==> src/rtl/sic_reg_client_pkg.sv <==
// Shared types and constants for the SIC register-file client.
package sic_pkg;

   // Client sequencing: acquire locks, execute, release locks.
   typedef enum logic [1:0] {
      IDLE = 2'd0,
      ACQ  = 2'd1,
      EXEC = 2'd2,
      REL  = 2'd3
   } sic_state_e;

   // Ports owned by one SIC instance, in global port order.
   localparam int NUM_PORTS  = 3;
   localparam int PORT_RS    = 0;
   localparam int PORT_RT    = 1;
   localparam int PORT_RD    = 2;
   localparam int DATA_WIDTH = 32;

   // True when a register address names an existing physical register.
   function automatic logic addr_in_range(input int unsigned addr,
                                          input int unsigned num_regs);
      return (addr < num_regs);
   endfunction

endpackage

==> src/rtl/sic_reg_client_if.sv <==
// Bus bundles for the register-file client: the issue/execute side and the
// three register-file ports owned by the client.

// Issue/execute side. The client is the slave; the issuer/execute unit is the master.
interface sic_op_if import sic_pkg::*; #(
   parameter int NUM_PHY_REGS = 32,
   parameter int ID_WIDTH     = 8
);
   localparam int AW = (NUM_PHY_REGS > 1) ? $clog2(NUM_PHY_REGS) : 1;

   logic                  op_valid;
   logic                  op_ready;
   logic [ID_WIDTH-1:0]   op_issue_id;
   logic                  op_rs_en;
   logic                  op_rt_en;
   logic                  op_rd_en;
   logic [AW-1:0]         op_rs_addr;
   logic [AW-1:0]         op_rt_addr;
   logic [AW-1:0]         op_rd_addr;
   logic                  src_valid;
   logic [DATA_WIDTH-1:0] src_rs_data;
   logic [DATA_WIDTH-1:0] src_rt_data;
   logic                  ex_done;
   logic [DATA_WIDTH-1:0] ex_wdata;
   logic                  op_done;

   modport master (
      output op_valid, op_issue_id, op_rs_en, op_rt_en, op_rd_en,
             op_rs_addr, op_rt_addr, op_rd_addr, ex_done, ex_wdata,
      input  op_ready, src_valid, src_rs_data, src_rt_data, op_done
   );

   modport slave (
      input  op_valid, op_issue_id, op_rs_en, op_rt_en, op_rd_en,
             op_rs_addr, op_rt_addr, op_rd_addr, ex_done, ex_wdata,
      output op_ready, src_valid, src_rs_data, src_rt_data, op_done
   );
endinterface

// Register-file side. The client is the master; the register file is the slave.
interface sic_port_if import sic_pkg::*; #(
   parameter int NUM_PHY_REGS = 32,
   parameter int ID_WIDTH     = 8
);
   localparam int AW = (NUM_PHY_REGS > 1) ? $clog2(NUM_PHY_REGS) : 1;

   logic [NUM_PORTS-1:0][AW-1:0]         port_addr;
   logic [NUM_PORTS-1:0]                 port_req_read;
   logic [NUM_PORTS-1:0]                 port_req_write;
   logic [NUM_PORTS-1:0][ID_WIDTH-1:0]   port_issue_id;
   logic [NUM_PORTS-1:0]                 port_release;
   logic [NUM_PORTS-1:0][DATA_WIDTH-1:0] port_wdata;
   logic [NUM_PORTS-1:0][DATA_WIDTH-1:0] port_rdata;
   logic [NUM_PORTS-1:0]                 port_grant;

   modport master (
      output port_addr, port_req_read, port_req_write, port_issue_id,
             port_release, port_wdata,
      input  port_rdata, port_grant
   );

   modport slave (
      input  port_addr, port_req_read, port_req_write, port_issue_id,
             port_release, port_wdata,
      output port_rdata, port_grant
   );
endinterface

==> src/rtl/sic_reg_client.sv <==
// Per-instruction requester for the locking register file. Acquires the
// rs/rt read locks and the rd write lock for one operation, hands the read
// operands to execute, then releases every held lock (committing the write).
// All outputs are registered: each output register is loaded from the value
// the output must have in the next state, so outputs line up with the state.
module sic_reg_client import sic_pkg::*; #(
   parameter int NUM_PHY_REGS = 32,
   parameter int ID_WIDTH     = 8,
   parameter int CNT_WIDTH    = 16
) (
   input  logic                 clk,
   input  logic                 rst_n,
   sic_op_if.slave              op_bus,
   sic_port_if.master           port_bus,
   output logic [CNT_WIDTH-1:0] acq_stall_cnt
);

   localparam int AW = (NUM_PHY_REGS > 1) ? $clog2(NUM_PHY_REGS) : 1;

   // Sequencer state and per-operation latches.
   sic_state_e                            state_r, state_s;
   logic [ID_WIDTH-1:0]                   id_r, id_s;
   logic [NUM_PORTS-1:0][AW-1:0]          addr_r, addr_s;
   logic [NUM_PORTS-1:0]                  en_r, en_s;
   logic [NUM_PORTS-1:0]                  g_r, g_s;
   logic [1:0][DATA_WIDTH-1:0]            rdata_r, rdata_s;
   logic [DATA_WIDTH-1:0]                 wb_r, wb_s;
   logic [NUM_PORTS-1:0]                  en_mask_s;

   // Output registers and their next values.
   logic                                  op_ready_r, op_ready_s;
   logic                                  src_valid_r, src_valid_s;
   logic [DATA_WIDTH-1:0]                 src_rs_r, src_rs_s;
   logic [DATA_WIDTH-1:0]                 src_rt_r, src_rt_s;
   logic                                  op_done_r, op_done_s;
   logic [NUM_PORTS-1:0][AW-1:0]          paddr_r, paddr_s;
   logic [NUM_PORTS-1:0]                  req_rd_r, req_rd_s;
   logic [NUM_PORTS-1:0]                  req_wr_r, req_wr_s;
   logic [NUM_PORTS-1:0][ID_WIDTH-1:0]    pid_r, pid_s;
   logic [NUM_PORTS-1:0]                  rel_r, rel_s;
   logic [NUM_PORTS-1:0][DATA_WIDTH-1:0]  pwdata_r, pwdata_s;
   logic [CNT_WIDTH-1:0]                  cnt_r, cnt_s;
   logic                                  held_s;

   // Port enables after dropping addresses that name no physical register.
   always_comb begin
      en_mask_s          = '0;
      en_mask_s[PORT_RS] = op_bus.op_rs_en &&
                           addr_in_range(32'(op_bus.op_rs_addr), 32'(NUM_PHY_REGS));
      en_mask_s[PORT_RT] = op_bus.op_rt_en &&
                           addr_in_range(32'(op_bus.op_rt_addr), 32'(NUM_PHY_REGS));
      en_mask_s[PORT_RD] = op_bus.op_rd_en &&
                           addr_in_range(32'(op_bus.op_rd_addr), 32'(NUM_PHY_REGS));
   end

   // Next state and next values of the operation latches.
   always_comb begin
      state_s = state_r;
      id_s    = id_r;
      addr_s  = addr_r;
      en_s    = en_r;
      g_s     = g_r;
      rdata_s = rdata_r;
      wb_s    = wb_r;
      case (state_r)
         IDLE: begin
            if (op_bus.op_valid && op_ready_r) begin
               id_s             = op_bus.op_issue_id;
               addr_s[PORT_RS]  = op_bus.op_rs_addr;
               addr_s[PORT_RT]  = op_bus.op_rt_addr;
               addr_s[PORT_RD]  = op_bus.op_rd_addr;
               en_s             = en_mask_s;
               g_s              = '0;
               rdata_s          = '0;
               wb_s             = '0;
               if (|en_mask_s) begin
                  state_s = ACQ;
               end else begin
                  state_s = EXEC;
               end
            end else begin
               state_s = IDLE;
            end
         end
         ACQ: begin
            for (int p = 0; p < NUM_PORTS; p++) begin
               if (en_r[p] && port_bus.port_grant[p] && !g_r[p]) begin
                  g_s[p] = 1'b1;
               end else begin
                  g_s[p] = g_r[p];
               end
            end
            // Read data is captured only on the cycle the grant first lands.
            if (en_r[PORT_RS] && port_bus.port_grant[PORT_RS] && !g_r[PORT_RS]) begin
               rdata_s[PORT_RS] = port_bus.port_rdata[PORT_RS];
            end else begin
               rdata_s[PORT_RS] = rdata_r[PORT_RS];
            end
            if (en_r[PORT_RT] && port_bus.port_grant[PORT_RT] && !g_r[PORT_RT]) begin
               rdata_s[PORT_RT] = port_bus.port_rdata[PORT_RT];
            end else begin
               rdata_s[PORT_RT] = rdata_r[PORT_RT];
            end
            if ((g_s & en_r) == en_r) begin
               state_s = EXEC;
            end else begin
               state_s = ACQ;
            end
         end
         EXEC: begin
            if (op_bus.ex_done) begin
               wb_s    = op_bus.ex_wdata;
               state_s = REL;
            end else begin
               state_s = EXEC;
            end
         end
         REL: begin
            state_s = IDLE;
         end
         default: begin
            state_s = IDLE;
         end
      endcase
   end

   // Output values as they must appear while in the next state.
   always_comb begin
      held_s      = (state_s != IDLE);
      op_ready_s  = (state_s == IDLE);
      src_valid_s = (state_s == EXEC);
      op_done_s   = (state_s == REL);
      src_rs_s    = (state_s == EXEC) ? rdata_s[PORT_RS] : '0;
      src_rt_s    = (state_s == EXEC) ? rdata_s[PORT_RT] : '0;
      paddr_s     = '0;
      pid_s       = '0;
      rel_s       = '0;
      req_rd_s    = '0;
      req_wr_s    = '0;
      pwdata_s    = '0;
      for (int p = 0; p < NUM_PORTS; p++) begin
         if (held_s && en_s[p]) begin
            paddr_s[p] = addr_s[p];
            pid_s[p]   = id_s;
            rel_s[p]   = (state_s == REL);
         end else begin
            paddr_s[p] = '0;
            pid_s[p]   = '0;
            rel_s[p]   = 1'b0;
         end
      end
      req_rd_s[PORT_RS] = held_s && en_s[PORT_RS];
      req_rd_s[PORT_RT] = held_s && en_s[PORT_RT];
      req_wr_s[PORT_RD] = held_s && en_s[PORT_RD];
      if ((state_s == REL) && en_s[PORT_RD]) begin
         pwdata_s[PORT_RD] = wb_s;
      end else begin
         pwdata_s[PORT_RD] = '0;
      end
   end

   // Saturating count of cycles spent waiting for grants.
   always_comb begin
      if ((state_r == ACQ) && (cnt_r != {CNT_WIDTH{1'b1}})) begin
         cnt_s = cnt_r + CNT_WIDTH'(1);
      end else begin
         cnt_s = cnt_r;
      end
   end

   // State and operation latches.
   always_ff @(posedge clk or negedge rst_n) begin
      if (!rst_n) begin
         state_r <= IDLE;
         id_r    <= '0;
         addr_r  <= '0;
         en_r    <= '0;
         g_r     <= '0;
         rdata_r <= '0;
         wb_r    <= '0;
      end else begin
         state_r <= state_s;
         id_r    <= id_s;
         addr_r  <= addr_s;
         en_r    <= en_s;
         g_r     <= g_s;
         rdata_r <= rdata_s;
         wb_r    <= wb_s;
      end
   end

   // Registered outputs, all zero while in reset.
   always_ff @(posedge clk or negedge rst_n) begin
      if (!rst_n) begin
         op_ready_r  <= 1'b0;
         src_valid_r <= 1'b0;
         src_rs_r    <= '0;
         src_rt_r    <= '0;
         op_done_r   <= 1'b0;
         paddr_r     <= '0;
         req_rd_r    <= '0;
         req_wr_r    <= '0;
         pid_r       <= '0;
         rel_r       <= '0;
         pwdata_r    <= '0;
         cnt_r       <= '0;
      end else begin
         op_ready_r  <= op_ready_s;
         src_valid_r <= src_valid_s;
         src_rs_r    <= src_rs_s;
         src_rt_r    <= src_rt_s;
         op_done_r   <= op_done_s;
         paddr_r     <= paddr_s;
         req_rd_r    <= req_rd_s;
         req_wr_r    <= req_wr_s;
         pid_r       <= pid_s;
         rel_r       <= rel_s;
         pwdata_r    <= pwdata_s;
         cnt_r       <= cnt_s;
      end
   end

   assign op_bus.op_ready         = op_ready_r;
   assign op_bus.src_valid        = src_valid_r;
   assign op_bus.src_rs_data      = src_rs_r;
   assign op_bus.src_rt_data      = src_rt_r;
   assign op_bus.op_done          = op_done_r;
   assign port_bus.port_addr      = paddr_r;
   assign port_bus.port_req_read  = req_rd_r;
   assign port_bus.port_req_write = req_wr_r;
   assign port_bus.port_issue_id  = pid_r;
   assign port_bus.port_release   = rel_r;
   assign port_bus.port_wdata     = pwdata_r;
   assign acq_stall_cnt           = cnt_r;

endmodule

==> src/flat_wrapper.sv <==
// flat-port wrapper written by rule: the top's interface ports become plain ports
module sic_reg_client_flat import sic_pkg::*;
#(
   parameter int NUM_PHY_REGS = 32,
   parameter int ID_WIDTH     = 8,
   parameter int CNT_WIDTH    = 16
)
  (clk, rst_n, acq_stall_cnt, op_bus_op_valid, op_bus_op_issue_id, op_bus_op_rs_en, op_bus_op_rt_en, op_bus_op_rd_en, op_bus_op_rs_addr, op_bus_op_rt_addr, op_bus_op_rd_addr, op_bus_ex_done, op_bus_ex_wdata, op_bus_op_ready, op_bus_src_valid, op_bus_src_rs_data, op_bus_src_rt_data, op_bus_op_done, port_bus_port_addr, port_bus_port_req_read, port_bus_port_req_write, port_bus_port_issue_id, port_bus_port_release, port_bus_port_wdata, port_bus_port_rdata, port_bus_port_grant);
  sic_op_if #(.NUM_PHY_REGS(NUM_PHY_REGS), .ID_WIDTH(ID_WIDTH)) op_bus_i ();
  sic_port_if #(.NUM_PHY_REGS(NUM_PHY_REGS), .ID_WIDTH(ID_WIDTH)) port_bus_i ();
  input  logic clk;
  input  logic rst_n;
  output logic [CNT_WIDTH-1:0] acq_stall_cnt;
  input wire logic [$bits(op_bus_i.op_valid)-1:0] op_bus_op_valid;
  input wire logic [$bits(op_bus_i.op_issue_id)-1:0] op_bus_op_issue_id;
  input wire logic [$bits(op_bus_i.op_rs_en)-1:0] op_bus_op_rs_en;
  input wire logic [$bits(op_bus_i.op_rt_en)-1:0] op_bus_op_rt_en;
  input wire logic [$bits(op_bus_i.op_rd_en)-1:0] op_bus_op_rd_en;
  input wire logic [$bits(op_bus_i.op_rs_addr)-1:0] op_bus_op_rs_addr;
  input wire logic [$bits(op_bus_i.op_rt_addr)-1:0] op_bus_op_rt_addr;
  input wire logic [$bits(op_bus_i.op_rd_addr)-1:0] op_bus_op_rd_addr;
  input wire logic [$bits(op_bus_i.ex_done)-1:0] op_bus_ex_done;
  input wire logic [$bits(op_bus_i.ex_wdata)-1:0] op_bus_ex_wdata;
  output wire logic [$bits(op_bus_i.op_ready)-1:0] op_bus_op_ready;
  output wire logic [$bits(op_bus_i.src_valid)-1:0] op_bus_src_valid;
  output wire logic [$bits(op_bus_i.src_rs_data)-1:0] op_bus_src_rs_data;
  output wire logic [$bits(op_bus_i.src_rt_data)-1:0] op_bus_src_rt_data;
  output wire logic [$bits(op_bus_i.op_done)-1:0] op_bus_op_done;
  output wire logic [$bits(port_bus_i.port_addr)-1:0] port_bus_port_addr;
  output wire logic [$bits(port_bus_i.port_req_read)-1:0] port_bus_port_req_read;
  output wire logic [$bits(port_bus_i.port_req_write)-1:0] port_bus_port_req_write;
  output wire logic [$bits(port_bus_i.port_issue_id)-1:0] port_bus_port_issue_id;
  output wire logic [$bits(port_bus_i.port_release)-1:0] port_bus_port_release;
  output wire logic [$bits(port_bus_i.port_wdata)-1:0] port_bus_port_wdata;
  input wire logic [$bits(port_bus_i.port_rdata)-1:0] port_bus_port_rdata;
  input wire logic [$bits(port_bus_i.port_grant)-1:0] port_bus_port_grant;
  assign op_bus_i.op_valid = op_bus_op_valid;
  assign op_bus_i.op_issue_id = op_bus_op_issue_id;
  assign op_bus_i.op_rs_en = op_bus_op_rs_en;
  assign op_bus_i.op_rt_en = op_bus_op_rt_en;
  assign op_bus_i.op_rd_en = op_bus_op_rd_en;
  assign op_bus_i.op_rs_addr = op_bus_op_rs_addr;
  assign op_bus_i.op_rt_addr = op_bus_op_rt_addr;
  assign op_bus_i.op_rd_addr = op_bus_op_rd_addr;
  assign op_bus_i.ex_done = op_bus_ex_done;
  assign op_bus_i.ex_wdata = op_bus_ex_wdata;
  assign op_bus_op_ready = op_bus_i.op_ready;
  assign op_bus_src_valid = op_bus_i.src_valid;
  assign op_bus_src_rs_data = op_bus_i.src_rs_data;
  assign op_bus_src_rt_data = op_bus_i.src_rt_data;
  assign op_bus_op_done = op_bus_i.op_done;
  assign port_bus_port_addr = port_bus_i.port_addr;
  assign port_bus_port_req_read = port_bus_i.port_req_read;
  assign port_bus_port_req_write = port_bus_i.port_req_write;
  assign port_bus_port_issue_id = port_bus_i.port_issue_id;
  assign port_bus_port_release = port_bus_i.port_release;
  assign port_bus_port_wdata = port_bus_i.port_wdata;
  assign port_bus_i.port_rdata = port_bus_port_rdata;
  assign port_bus_i.port_grant = port_bus_port_grant;
  sic_reg_client #(.NUM_PHY_REGS(NUM_PHY_REGS), .ID_WIDTH(ID_WIDTH), .CNT_WIDTH(CNT_WIDTH)) u_core (.clk(clk), .rst_n(rst_n), .op_bus(op_bus_i), .port_bus(port_bus_i), .acq_stall_cnt(acq_stall_cnt));
endmodule
==> config.mk <==
export PLATFORM = sky130hd
export DESIGN_NAME = sic_reg_client_flat
export DESIGN_NICKNAME = d
export VERILOG_FILES = /design/src/rtl/sic_reg_client_pkg.sv /design/src/rtl/sic_reg_client_if.sv /design/src/rtl/sic_reg_client.sv /design/src/flat_wrapper.sv
export SDC_FILE = /design/constraint.sdc
export NUM_CORES = 1
export LEC_CHECK = 0
export CAP_MARGIN = 20
export CORE_ASPECT_RATIO = 1.25
export CORE_UTILIZATION = 41
export CTS_CLUSTER_DIAMETER = 50
export DETAILED_ROUTE_END_ITERATION = 10
export PLACE_DENSITY = 0.86
export SLEW_MARGIN = 20
export SYNTH_ARGS = -nofsm -noshare
export SYNTH_HDL_FRONTEND = slang
export SYNTH_SLANG_ARGS = --single-unit
==> constraint.sdc <==
create_clock -name clk -period 1.8 [get_ports clk]
set_input_delay 0.36 -clock clk [delete_from_list [all_inputs] [get_ports clk]]
set_output_delay 0.36 -clock clk [all_outputs]
set_load 0.01 [all_outputs]
======== Yosys cells after proc, flatten, opt, wreduce, memory -nomap -nowiden ========
Index checks and enable logic that the tools add are counted.
operators by class
  div/mod/pow operators ................... 0
  magnitude comparators ................... 0
  multiply operators ...................... 0
  reductions and logical operators ........ 21
  equality and inequality tests ........... 8
  shift-type cells ........................ 0
  add/sub/neg operators ................... 1
  bitwise gates (word level) .............. 1
  muxes and demuxes ....................... 38
operators with widths
  operator                 count
  $mux W32                 7
  $pmux W64 S2             1
  $mux W64                 1
  $pmux W32 S2             1
  $mux W8                  5
  $mux W15                 2
  $add A16 B1 Y16 const B  1
  $ne A16 B16 Y1 const B   1
  $mux W5                  3
  $logic_and A1 B1 Y1      12
  $mux W1                  10
  $mux W3                  3
  $eq A2 B2 Y1 const B     4
  $pmux W2 S4              1
  $mux W2                  3
  $pmux W3 S2              1
  $logic_not A2 Y1         2
  $reduce_bool A2 Y1       2
  $and A3 B3 Y3            1
  $eq A3 B3 Y1             1
  $logic_not A1 Y1         3
  $reduce_or A3 Y1         1
  $eq A2 B1 Y1 const B     1
  $ne A2 B1 Y1 const B     1
  $reduce_and A2 Y1        1
storage, ports and cells
  bits in latches ......................... 0
  bits in writable memories ............... 0
  ROM bits ................................ 0
  memories ................................ 0
  input bits .............................. 161
  register bits ........................... 287

======== Depth between registers and ports, before layout ========
  depth in word-level cells ............... 11
  depth in mapped cells ................... 7
  mapped depth without buffers ............ 5

======== Least setup slack after synthesis ========
Ideal clock, no wire load.
  path kind ............................... register to register
  start ................................... reg u_core.cnt_r[0], in the netlist u_core.acq_stall_cnt[0]
  end ..................................... reg u_core.cnt_r[1], in the netlist u_core.acq_stall_cnt[1]
  required time ........................... 1.675 ns
  arrival ................................. 1.734 ns
  setup time .............................. 0.125 ns
  setup slack ............................. -0.059 ns
  stages on the path, launching flop included .. 6
  cell sequence ........................... dfrtp_1 ha_1 nand4_1 nor4_2 nor2_1 mux2_2
between the ends
  word-level cells in the longest chain between the ends .. 2
  elaborated cells on any way between the ends .. 3
  classes of those cells .................. 1 x add/sub; 1 x eq/ne; 1 x reduce/logical
RTL lines
  what                                                     line                   source
  start, declared                                          sic_reg_client.sv:42   logic [CNT_WIDTH-1:0] cnt_r, cnt_s;
  start signal, assigned                                   sic_reg_client.sv:219  cnt_r <= cnt_s;
  branches (longest 2 deep; another with $add A16 B1 Y16)  --
Several ways; the timed one is not identified.
A chain may end at the register's enable or synchronous reset.

======== Worst setup path after layout ========
  start ................................... reg u_core.en_r[0]
  end ..................................... reg u_core.src_rt_r[6], in the netlist u_core.op_bus.src_rt_data[6]
between the ends
  word-level cells in the longest chain between the ends .. 10
RTL lines
  what                              line                   source
  start, declared                   sic_reg_client.sv:24   logic [NUM_PORTS-1:0] en_r, en_s;
  start signal, assigned            sic_reg_client.sv:185  en_r <= en_s;
  $logic_and A1 B1 Y1 (2 in a row)  sic_reg_client.sv:87   if (en_r[p] && port_bus.port_grant[p] && !g_r[p]) begin
  $mux W1                           sic_reg_client.sv:87
  $mux W1                           sic_reg_client.sv:65   case (state_r)
  $and A3 B3 Y3                     sic_reg_client.sv:104  if ((g_s & en_r) == en_r) begin
  $eq A3 B3 Y1 (*)                  sic_reg_client.sv:104
  $mux W2 (*)                       sic_reg_client.sv:104
  $pmux W2 S4 (*)                   sic_reg_client.sv:65
  $eq A2 B2 Y1 (*)                  sic_reg_client.sv:134  src_rt_s = (state_s == EXEC) ? rdata_s[PORT_RT] : '0;
  $mux W32 (*)                      sic_reg_client.sv:134
  via u_core.src_rt_s[6]            sic_reg_client.sv:34   logic [DATA_WIDTH-1:0] src_rt_r, src_rt_s;
  end signal, assigned              sic_reg_client.sv:211  src_rt_r <= src_rt_s;
  end, declared                     sic_reg_client.sv:34
Mark *: on every way through the listed nets, which the timed path passes. The rest lies on a longest branch. The select of a mux whose other input is x is not followed.

==> run summary <==
Setup Skew = 0.0116 ns
antenna violations before repair = 1
EDFF count, synth = 0
count of final hold-check violations = 0
first-pass GRT wire length = 44500 um
final std cells w/o fill = 1632
Crit path largest cell delay = 0.44 ns
post-route antenna net violation count = 0
WL per Instance = 18.6 um
share of layout cells above drive strength 1 = 0.178
CP max-delay cell = a221o_4
Synth Area per Inst = 12.2 sq um
PD cells = 1450 nW/um^2
CTS tree = yes
CTS H-Tree Depth = 1
Worst-path clk slew = 0.06 ns
post-route total power = 23400 uW
cells after synthesis = 911
Worst R2R Start = u_core.en_r[0]
gr usage total = 0.206
Skew-Pair Late Insertion Delay = 0.54 ns
Pre-antenna DRT Iters = 5
Placed Instances = 1569
pin count of the biggest net entering global routing = 65
final wirelength = 30300 um
fin. max-slew vios = 0
crit path DAT = 2.40 ns
drt via density = 5.05
pre-CTS setup slack = -0.542 ns
most area-consuming cells after synthesis = dfrtp_1 65%, nand2_1 5.3%, buf_4 4.6%
RSZ-0062 raised after global routing = yes
Tcrit/Tclk final = 1.10
TritonCTS Sinks = 287
total grt overflow = 0
IO Port Bufs = 288
synthesized area = 11100 sq um
Die Width = 149 um
CP Launch Point = u_core.en_r[0]
Crit Path Class = reg2reg
cell accounting for the most synthesized area = dfrtp_1
Async SR Flop Fraction = 1.00
Hold WC Path Type = in2async
Die Ht = 186 um
reg-to-reg endpoint = u_core.op_bus.src_rt_data[6]
Post-synth top cells = 287 x dfrtp_1, 157 x nand2_1, 68 x buf_4, 65 x nand3b_1, 42 x nor2b_1
HPWL after DPL = 20100 um
Leak = 0.00848 uW
Worst setup SP type = flop
area delta synth->final = 45.8%
Setup crit end kind = flop
vias after detailed routing = 8249
FF+latch count, synth = 287
max-capacitance violation count = 0
CP required = 2.22 ns
status = finished with violations
Die ar. = 27700 sq um
r2r setup slk = -0.18 ns
DRC = 0
final setup violation count = 63
initial core utilization = 0.422
Root Buffer = clkbuf_16
CTS Buf Count = 28
worst-path fanout max = 20
FMAX = 505 MHz
count of cell types in the netlist = 42
violated checks = setup timing
VDD IR max = 0.000800 V
Setup WS post-layout = -0.181 ns
final net count = 1434
Clock Tree Buf Depth = 3
vias in the first global route = 8588
Core Box Area = 26300 sq um
Top Ports = 388
yosys warns = 0
row cnt = 66
routability cong. = 0.823
utilization after layout = 0.615
Final min period = 1.98 ns
post-synth top area share = 0.648
reg2reg path depth = 5
top-count cell post-synth = dfrtp_1
share of the yosys chip area belonging to registers = 0.648
Main synth FF type = dfrtp_1
critical path cell sequence = nor3b_4, or3_4, a221o_4, buf_8, a211oi_1
DR iter-0 viols = 338
==> per-layer routing <==
metal | vias up | track usage | routed length (um)
li1 | 3665 | - | -
met1 | 4134 | 0.229 | 11000
met2 | 361 | 0.379 | 16200
met3 | 89 | 0.0341 | 1710
met4 | 0 | 0.101 | 1400
met5 | - | 0 | 0
==> cell families (layout without fill, tap and decap cells) <==
logic type               after synthesis  after routing  synth area share
AO/OA/AOI/OAI                        113            113            0.0903
XOR/XNOR                              14             14            0.0111
adder cells (fa/ha/maj)                1              1           0.00113
buffers and inverters                133            447            0.0703
flip-flops                           287            287             0.648
multiplexers                          23             23            0.0222
other                                  1             68          0.000338
AND/OR/NAND/NOR                      339            339             0.157
==> cell usage in the layout, fill, tap and decap left out, drive strengths merged, types with 42 or more instances in the layout <==
| cell | n |
|---|---|
| nor2b | 42 |
| a211oi | 64 |
| clkdlybuf4s50 | 193 |
| buf | 94 |
| nand3b | 65 |
| dlygate4sd2 | 51 |
| dlymetal6s2s | 43 |
| dfrtp | 287 |
| clkbuf | 43 |
| conb | 67 |
| nand2 | 157 |
==> layout make-up <==
cell class	count	area (sq um)
antenna	1	2.50
sequential	287	7190
multi-input combinational	557	3660
clock buffer	42	855
tap	340	425
clock inverter	7	42.5
inverter	15	56.3
fill	1963	10100
timing repair buffer	383	3930
==> worst max-delay path, delay by kind of cell (launching register included) <==
kind / cells / cell delay [ns]
AO/OA/AOI/OAI: 2 / 0.73
AND/OR/NAND/NOR: 2 / 0.55
flip-flops: 1 / 0.39
buffers and inverters: 1 / 0.20
==> worst max path at each step <==
stage                                          endpoint  slack (ns)
after floorplan           u_core.op_bus.src_rs_data[22]       0.007
after global placement    u_core.op_bus.src_rs_data[10]       -0.44
after detailed placement   u_core.op_bus.src_rt_data[8]       -0.54
after CTS                  u_core.op_bus.src_rs_data[4]       -0.12
after global routing       u_core.op_bus.src_rt_data[6]       -0.22
final                      u_core.op_bus.src_rt_data[6]       -0.18
==> repair_timing <==
| item | 4_1_cts | 5_1_grt |
|---|---|---|
| endpoints found under the setup margin | 117 | 144 |
| resized for setup | 72 | 75 |
| hold buffers | 1 | 0 |
| setup buffers | 7 | 3 |
| pin swaps | 0 | 8 |
| gates cloned | 0 | 2 |
| endpoints found under the hold margin | 42 | 0 |
==> sequential cells by signal, indices dropped and copies added, names as in the netlist <==
register,cells
u_core.g_r,3
u_core.state_r,2
u_core.port_bus.port_addr,15
u_core.op_bus.src_valid,1
u_core.op_bus.op_ready,1
u_core.en_r,3
u_core.port_bus.port_req_write,1
u_core.port_bus.port_release,3
u_core.addr_r,15
u_core.acq_stall_cnt,16
u_core.port_bus.port_issue_id,24
u_core.rdata_r,64
u_core.op_bus.src_rs_data,32
u_core.id_r,8
u_core.op_bus.src_rt_data,32
u_core.op_bus.op_done,1
u_core.wb_r,32
u_core.port_bus.port_req_read,2
u_core.port_bus.port_wdata,32
==> per-stage QoR <==
stage | instance area [sq um] | TNS, ns | hold WS (ns)
global route | 16200 | -8.53 | 0.393
floorplan | 11300 | 0 | 0.0644
detailed placement | 14800 | -61.10 | 0.336
finish | 16200 | -5.14 | 0.355
CTS | 15800 | -3.78 | 0.358
global placement | 14800 | -52.67 | 0.326
==> where the power goes <==
group | internal (uW) | switching (uW)
registers | 8370 | 693
logic | 4010 | 4640
clock network | 3260 | 2400
No activity file was read; power rests on OpenSTA's default activity.
